<file path="config.mk">
export PLATFORM = sky130hd
export DESIGN_NAME = screen_sequencer
export DESIGN_NICKNAME = d
export VERILOG_FILES = /design/src/rtl/screen_sequencer_pkg.sv /design/src/rtl/screen_sequencer_bcm_timer.sv /design/src/rtl/screen_sequencer.sv
export SDC_FILE = /design/constraint.sdc
export NUM_CORES = 1
export LEC_CHECK = 0
export ABC_AREA = 1
export BUFFER_PORTS_ARGS = -buffer_cell sky130_fd_sc_hd__buf_2
export CAP_MARGIN = 0
export CORE_MARGIN = 4
export CORE_UTILIZATION = 45
export CTS_CLUSTER_SIZE = 8
export DETAILED_ROUTE_END_ITERATION = 10
export PLACE_DENSITY = 0.75
export SLEW_MARGIN = 20
export SYNTH_ARGS = -nofsm -noshare
export SYNTH_HDL_FRONTEND = slang
export SYNTH_SLANG_ARGS = --single-unit
</file>
<file path="constraint.sdc">
create_clock -name clk -period 1.5 [get_ports clk]
set_clock_uncertainty 0.15 [all_clocks]
set_input_delay 0.225 -clock clk [delete_from_list [all_inputs] [get_ports clk]]
set_output_delay 0.225 -clock clk [all_outputs]
set_load 0.005 [all_outputs]
</file>
<file path="src/rtl/screen_sequencer_pkg.sv">
// Shared state encoding, index-width helper and default geometry for the
// HUB75 refresh scheduler.
package screen_sequencer_pkg;

    localparam int DEF_ROWS       = 16;
    localparam int DEF_PLANES     = 8;
    localparam int DEF_BASE_TICKS = 32;

    typedef enum logic [2:0] {
        ST_IDLE,
        ST_MEM_WAIT,
        ST_FETCH,
        ST_SHIFT,
        ST_LATCH,
        ST_SHOW
    } seq_state_t;

    // Row/plane index width; a single-entry dimension still gets one bit.
    function automatic int idx_bits(input int n);
        return (n > 1) ? $clog2(n) : 1;
    endfunction

endpackage

</file>
<file path="src/rtl/screen_sequencer_bcm_timer.sv">
// Loadable down-counter timing one BCM output-enable window of
// BASE_TICKS << shift cycles; done is the terminal-count compare.
module bcm_timer
    import screen_sequencer_pkg::*;
#(
    parameter int CNT_W      = 13,
    parameter int SHIFT_W    = 3,
    parameter int BASE_TICKS = DEF_BASE_TICKS
) (
    input  logic               clk,
    input  logic               rst,
    input  logic               start,
    input  logic [SHIFT_W-1:0] shift,
    output logic               done
);

    logic [CNT_W-1:0] cnt_q;
    logic [CNT_W-1:0] load_val;

    // Loading N-1 and exiting on zero gives a window of exactly N cycles.
    assign load_val = (CNT_W'(BASE_TICKS) << shift) - CNT_W'(1);

    always_ff @(posedge clk or negedge rst) begin
        if (!rst) begin
            cnt_q <= '0;
        end else if (start) begin
            cnt_q <= load_val;
        end else if (cnt_q != '0) begin
            cnt_q <= cnt_q - CNT_W'(1);
        end
    end

    assign done = (cnt_q == '0);

endmodule

</file>
<file path="src/rtl/screen_sequencer.sv">
// HUB75 refresh scheduler: walks rows and bit-planes, sequencing cache fetch,
// row shift, latch and BCM-weighted output enable, and arbitrates frame memory.
//
// state    | meaning
// IDLE     | refresh stopped, indices at 0
// MEM_WAIT | waiting for the paint writer to release frame memory
// FETCH    | cache load of (row, plane) in flight
// SHIFT    | HUB75 row shift in flight
// LATCH    | row latch strobe
// SHOW     | output enable for the plane's BCM weight
module screen_sequencer
    import screen_sequencer_pkg::*;
#(
    parameter int ROWS       = DEF_ROWS,
    parameter int PLANES     = DEF_PLANES,
    parameter int BASE_TICKS = DEF_BASE_TICKS
) (
    input  logic                        clk,
    input  logic                        rst,
    input  logic                        in_ENABLE,
    output logic                        out_CACHE,
    input  logic                        in_PLANE_READY_MM,
    output logic                        out_HUB75_INIT,
    input  logic                        in_HUB75_DONE,
    output logic                        out_LATCH,
    output logic                        out_OE,
    output logic [idx_bits(ROWS)-1:0]   out_ROW,
    output logic [idx_bits(PLANES)-1:0] out_PLANE,
    input  logic                        in_PAINT_REQ,
    output logic                        out_PAINT_GNT,
    output logic                        out_FRAME_DONE
);

    localparam int ROW_BITS   = idx_bits(ROWS);
    localparam int PLANE_BITS = idx_bits(PLANES);
    localparam int CNT_W      = $clog2(BASE_TICKS << (PLANES - 1)) + 1;

    seq_state_t            state_q, state_d;
    logic [ROW_BITS-1:0]   row_d;
    logic [PLANE_BITS-1:0] plane_d;
    logic                  cache_d, init_d, frame_d, gnt_d;
    logic                  tmr_start, tmr_done;
    logic                  last_row, last_plane;

    bcm_timer #(
        .CNT_W      (CNT_W),
        .SHIFT_W    (PLANE_BITS),
        .BASE_TICKS (BASE_TICKS)
    ) u_bcm_timer (
        .clk   (clk),
        .rst   (rst),
        .start (tmr_start),
        .shift (out_PLANE),
        .done  (tmr_done)
    );

    assign last_row   = (out_ROW == ROW_BITS'(ROWS - 1));
    assign last_plane = (out_PLANE == PLANE_BITS'(PLANES - 1));

    always_comb begin
        state_d   = state_q;
        row_d     = out_ROW;
        plane_d   = out_PLANE;
        cache_d   = 1'b0;
        init_d    = 1'b0;
        frame_d   = 1'b0;
        tmr_start = 1'b0;
        // A held grant follows the request; a new grant only starts in IDLE/SHOW.
        gnt_d = out_PAINT_GNT ? in_PAINT_REQ
                              : (in_PAINT_REQ && (state_q == ST_IDLE || state_q == ST_SHOW));

        case (state_q)
            ST_IDLE: begin
                row_d   = '0;
                plane_d = '0;
                if (in_ENABLE) state_d = ST_MEM_WAIT;
            end
            ST_MEM_WAIT: begin
                if (!out_PAINT_GNT) begin
                    state_d = ST_FETCH;
                    cache_d = 1'b1;
                end
            end
            ST_FETCH: begin
                if (in_PLANE_READY_MM) begin
                    state_d = ST_SHIFT;
                    init_d  = 1'b1;
                end
            end
            ST_SHIFT: begin
                if (in_HUB75_DONE) state_d = ST_LATCH;
            end
            ST_LATCH: begin
                state_d   = ST_SHOW;
                tmr_start = 1'b1;
            end
            ST_SHOW: begin
                if (tmr_done) begin
                    if (last_plane) begin
                        plane_d = '0;
                        if (last_row) begin
                            row_d   = '0;
                            frame_d = 1'b1;
                        end else begin
                            row_d = out_ROW + ROW_BITS'(1);
                        end
                    end else begin
                        plane_d = out_PLANE + PLANE_BITS'(1);
                    end
                    if (in_ENABLE) begin
                        state_d = ST_MEM_WAIT;
                    end else begin
                        state_d = ST_IDLE;
                        row_d   = '0;
                        plane_d = '0;
                    end
                end
            end
            default: state_d = ST_IDLE;
        endcase
    end

    always_ff @(posedge clk or negedge rst) begin
        if (!rst) begin
            state_q        <= ST_IDLE;
            out_ROW        <= '0;
            out_PLANE      <= '0;
            out_CACHE      <= 1'b0;
            out_HUB75_INIT <= 1'b0;
            out_LATCH      <= 1'b0;
            out_OE         <= 1'b0;
            out_FRAME_DONE <= 1'b0;
            out_PAINT_GNT  <= 1'b0;
        end else begin
            state_q        <= state_d;
            out_ROW        <= row_d;
            out_PLANE      <= plane_d;
            out_CACHE      <= cache_d;
            out_HUB75_INIT <= init_d;
            out_LATCH      <= (state_d == ST_LATCH);
            out_OE         <= (state_d == ST_SHOW);
            out_FRAME_DONE <= frame_d;
            out_PAINT_GNT  <= gnt_d;
        end
    end

endmodule

</file>
==> results.sh <==
export IMPL_status="finished, violations left"
export IMPL_violations="negative setup slack"
export IMPL_required_ns=1.56
export IMPL_io_pins=19
export IMPL_relSlewSlack_pct=76.2
export IMPL_multi_input_area_um2=1130
export IMPL_drt_total_wl_um=5250
export IMPL_r2r_start="u_bcm_timer.cnt_q[0]"
export IMPL_die_width_um=70.8
export IMPL_nNetsFinal=325
export IMPL_swShare_pct=43.3
export IMPL_viasPerCell=5.27
export IMPL_drt_pass1_iterations=4
export IMPL_arrival_ns=1.70
export IMPL_internal_power_mw=2.51
export IMPL_rsz0062_at_grt="true"
export IMPL_p_per_area_nw_per_um2=1670
export IMPL_setup_slack_ns=-0.136
export IMPL_ys_seq_area_share_pct=40.9
export IMPL_path_max_fanout=6
export IMPL_min_period_over_period_pct=109
export IMPL_critPathCaptureType="register"
export IMPL_hold_viol_final=0
export IMPL_routabilityCongestion=0.833
export IMPL_die_area_um2=5010
export IMPL_maxCapViolations=0
export IMPL_period_needed_ns=1.64
export IMPL_grt_max_degree=18
export IMPL_first_iter_violations=86
export IMPL_switchingPower_mw=1.92
export IMPL_leakage_nw=1.41
export IMPL_hpwl_um=3230
export IMPL_h_tree_depth=2
export IMPL_grt_use_total_pct=21.2
export IMPL_min_path_type="input port to register"
export IMPL_syn_num_nets=254
export IMPL_final_layout_size_suffix_gt1_share_pct=45.0
export IMPL_syn_to_final_growth_pct=50.1
export IMPL_wire_per_inst_um=14.6
export IMPL_grt_pass1_vias=1870
export IMPL_drc_errors=0
export IMPL_grt_pass1_wl_um=8370
export IMPL_antenna_found_initial=0
export IMPL_yosysWarnings=0
export IMPL_drv_slew=0
export IMPL_p_clk_share_pct=14.4
export IMPL_syn_area_per_cell_um2=7.42
export IMPL_clockBufferDepth=2
export IMPL_vdd_drop_max_uv=1140
export IMPL_seq_power_share_pct=28.8
export IMPL_synthDistinctLibCells=27
export IMPL_critPathLaunch="u_bcm_timer.cnt_q[0]"
export IMPL_cts_made_buffers=5
export IMPL_fin_tns_setup_ns=-1.61
export IMPL_vias=1893
export IMPL_cts_tree="yes"
export IMPL_min_from="in_PLANE_READY_MM"
export IMPL_tightest_slew_ns=0.357
export IMPL_start_kind="register"
export IMPL_antenna_cells=0
export IMPL_start_util_pct=47.4
export IMPL_row_count=22
export IMPL_clock_sinks=29
export IMPL_synth_area_um2=1770
export IMPL_postSynthCellCount=239
export IMPL_critical_path_class="register to register"
export IMPL_ant_nets=0
export IMPL_clock_latency_ns=0.29
export IMPL_power_mw=4.43
export IMPL_register_area_um2=728
export IMPL_clkTransAtPathRegs_ns=0.07
export IMPL_ctsRootBufferMaster="clkbuf_8"
export IMPL_coreArea_um2=3740
export IMPL_portBuffers=18
export IMPL_die_h_um=70.8
export IMPL_globalRouteOverflowTotal=0
export IMPL_fmax_mhz=611
export IMPL_ys_ff_latch=29
export IMPL_setup_violations_final=21
export IMPL_fillCellCount=264
export IMPL_combPwrFrac_pct=56.9
## cell type report
cell class	instances	area share (%)
sequential	29	27.4
inverter	44	6.21
tap	48	2.26
multi-input combinational	164	42.6
clock buffer	6	2.73
clock inverter	2	0.376
timing repair buffer	66	18.4
## registers in the layout, indices dropped and copies added (netlist names)
name               flops
out_OE                 1
out_FRAME_DONE         1
out_LATCH              1
out_PLANE              3
out_ROW                4
out_HUB75_INIT         1
out_PAINT_GNT          1
state_q                3
u_bcm_timer.cnt_q     13
out_CACHE              1
## logic make-up (layout without fill, tap and decap cells)
family | Yosys count | count (layout) | share of synthesized area (%)
buffers and inverters | 46 | 118 | 10.2
and+or+nand+nor | 122 | 122 | 31.1
AOI/OAI and AO/OA | 28 | 28 | 8.96
adders and majority gates | 9 | 9 | 6.35
DFF | 29 | 29 | 40.9
xor gates and xnor gates | 5 | 5 | 2.47
## synth_stat cells, drive strengths merged
| cell type | count | share of area [%] |
|---|---|---|
| nand2 | 49 | 11 |
| inv | 44 | 9.3 |
| nor2 | 39 | 9.8 |
| dfrtp | 29 | 41 |
| nand3 | 26 | 7.6 |
| o21ai | 15 | 4.4 |
| ha | 9 | 6.4 |
| a21oi | 6 | 1.7 |
| xor2 | 5 | 2.5 |
| nand4 | 3 | 1.1 |
| a31oi | 2 | 0.71 |
| buf | 2 | 0.92 |
| nor4 | 2 | 0.71 |
| o31ai | 2 | 0.85 |
| a22oi | 1 | 0.42 |
| and3 | 1 | 0.35 |
| nand3b | 1 | 0.42 |
| nor3 | 1 | 0.28 |
| o221ai | 1 | 0.49 |
| o22ai | 1 | 0.35 |
## path summary, 6_finish.rpt
kind | to | slack (ns) | depth (start not counted)
hold / removal | out_HUB75_INIT | 0.02 | 3
min in group asynchronous | u_bcm_timer.cnt_q[4] | 0.23 | 2
max in group asynchronous | out_PAINT_GNT | 0.56 | 3
hold reg to reg | out_CACHE | 0.37 | 1
setup / recovery | out_PLANE[1] | -0.14 | 9
setup reg to reg | out_PLANE[1] | -0.14 | 9
## power groups by stage
stage | registers (mW) | clock network [mW] | logic [mW]
floorplan | 1.24 | 0 | 1.05
global placement | 1.24 | 0 | 1.73
detailed placement | 1.25 | 0 | 1.78
CTS | 1.26 | 0.639 | 2.16
global route | 1.31 | 0.681 | 2.79
finish | 1.28 | 0.637 | 2.52
## repair_timing
action                                  CTS  global route
endpoints found under the setup margin   20            25
cloned                                    0             0
endpoints found under the hold margin    30             0
gates resized for setup                  53            38
hold buffers                              2             0
setup buffers                             9             4
pin swaps                                21            15
## worst max-delay path, stage by stage, from the launching register on
cell and delay [ns]:
dfrtp_1 0.39, inv_2 0.12, ha_4 0.18, nand2_4 0.07, nor2_4 0.14, nand3_4 0.10
nand2_4 0.12, buf_6 0.14, nand3_2 0.06, o21ai_1 0.08
## stage by stage
stage	hold slack [ns]	worst slack, ns	utilization, %	std cells	area, um^2
detailed placement	-0.00694	-0.138	57.9	336	2170
finish	0.0196	-0.136	71.1	359	2660
global route	0.0393	-0.196	71.1	359	2660
floorplan	-0.221	0.0000361	-	239	1770
CTS	0.00963	-0.0254	66.9	355	2510
global placement	-0.00603	-0.0907	57.9	336	2170
## layer usage
layer / GRT usage, % / vias to the layer above / wire length (um)
met3: 4.40 / 21 / 235
met5: 0 / - / 0
met2: 35.4 / 67 / 2760
met1: 24.8 / 899 / 2030
li1: - / 906 / -
met4: 13.2 / 0 / 227
## cells in the final DEF (no fill, tap or decap), types with 2 or more instances in the layout
master / instances
a31oi_1: 2
ha_1: 3
a21oi_2: 3
inv_2: 8
dfrtp_1: 27
o21ai_2: 3
o21ai_0: 6
a21oi_1: 3
nand3_2: 6
ha_4: 4
nand3_1: 19
o21ai_1: 6
nand2_1: 29
nand2_2: 15
nor2_2: 8
nand4_1: 3
clkbuf_8: 5
buf_2: 18
nor2_1: 20
nand2_4: 5
clkinv_2: 2
ha_2: 2
buf_6: 6
xor2_1: 5
nor2_4: 11
buf_4: 39
dfrtp_2: 2
dlygate4sd3_1: 2
o31ai_1: 2
inv_1: 36
Power figures use the tool's default switching activity.
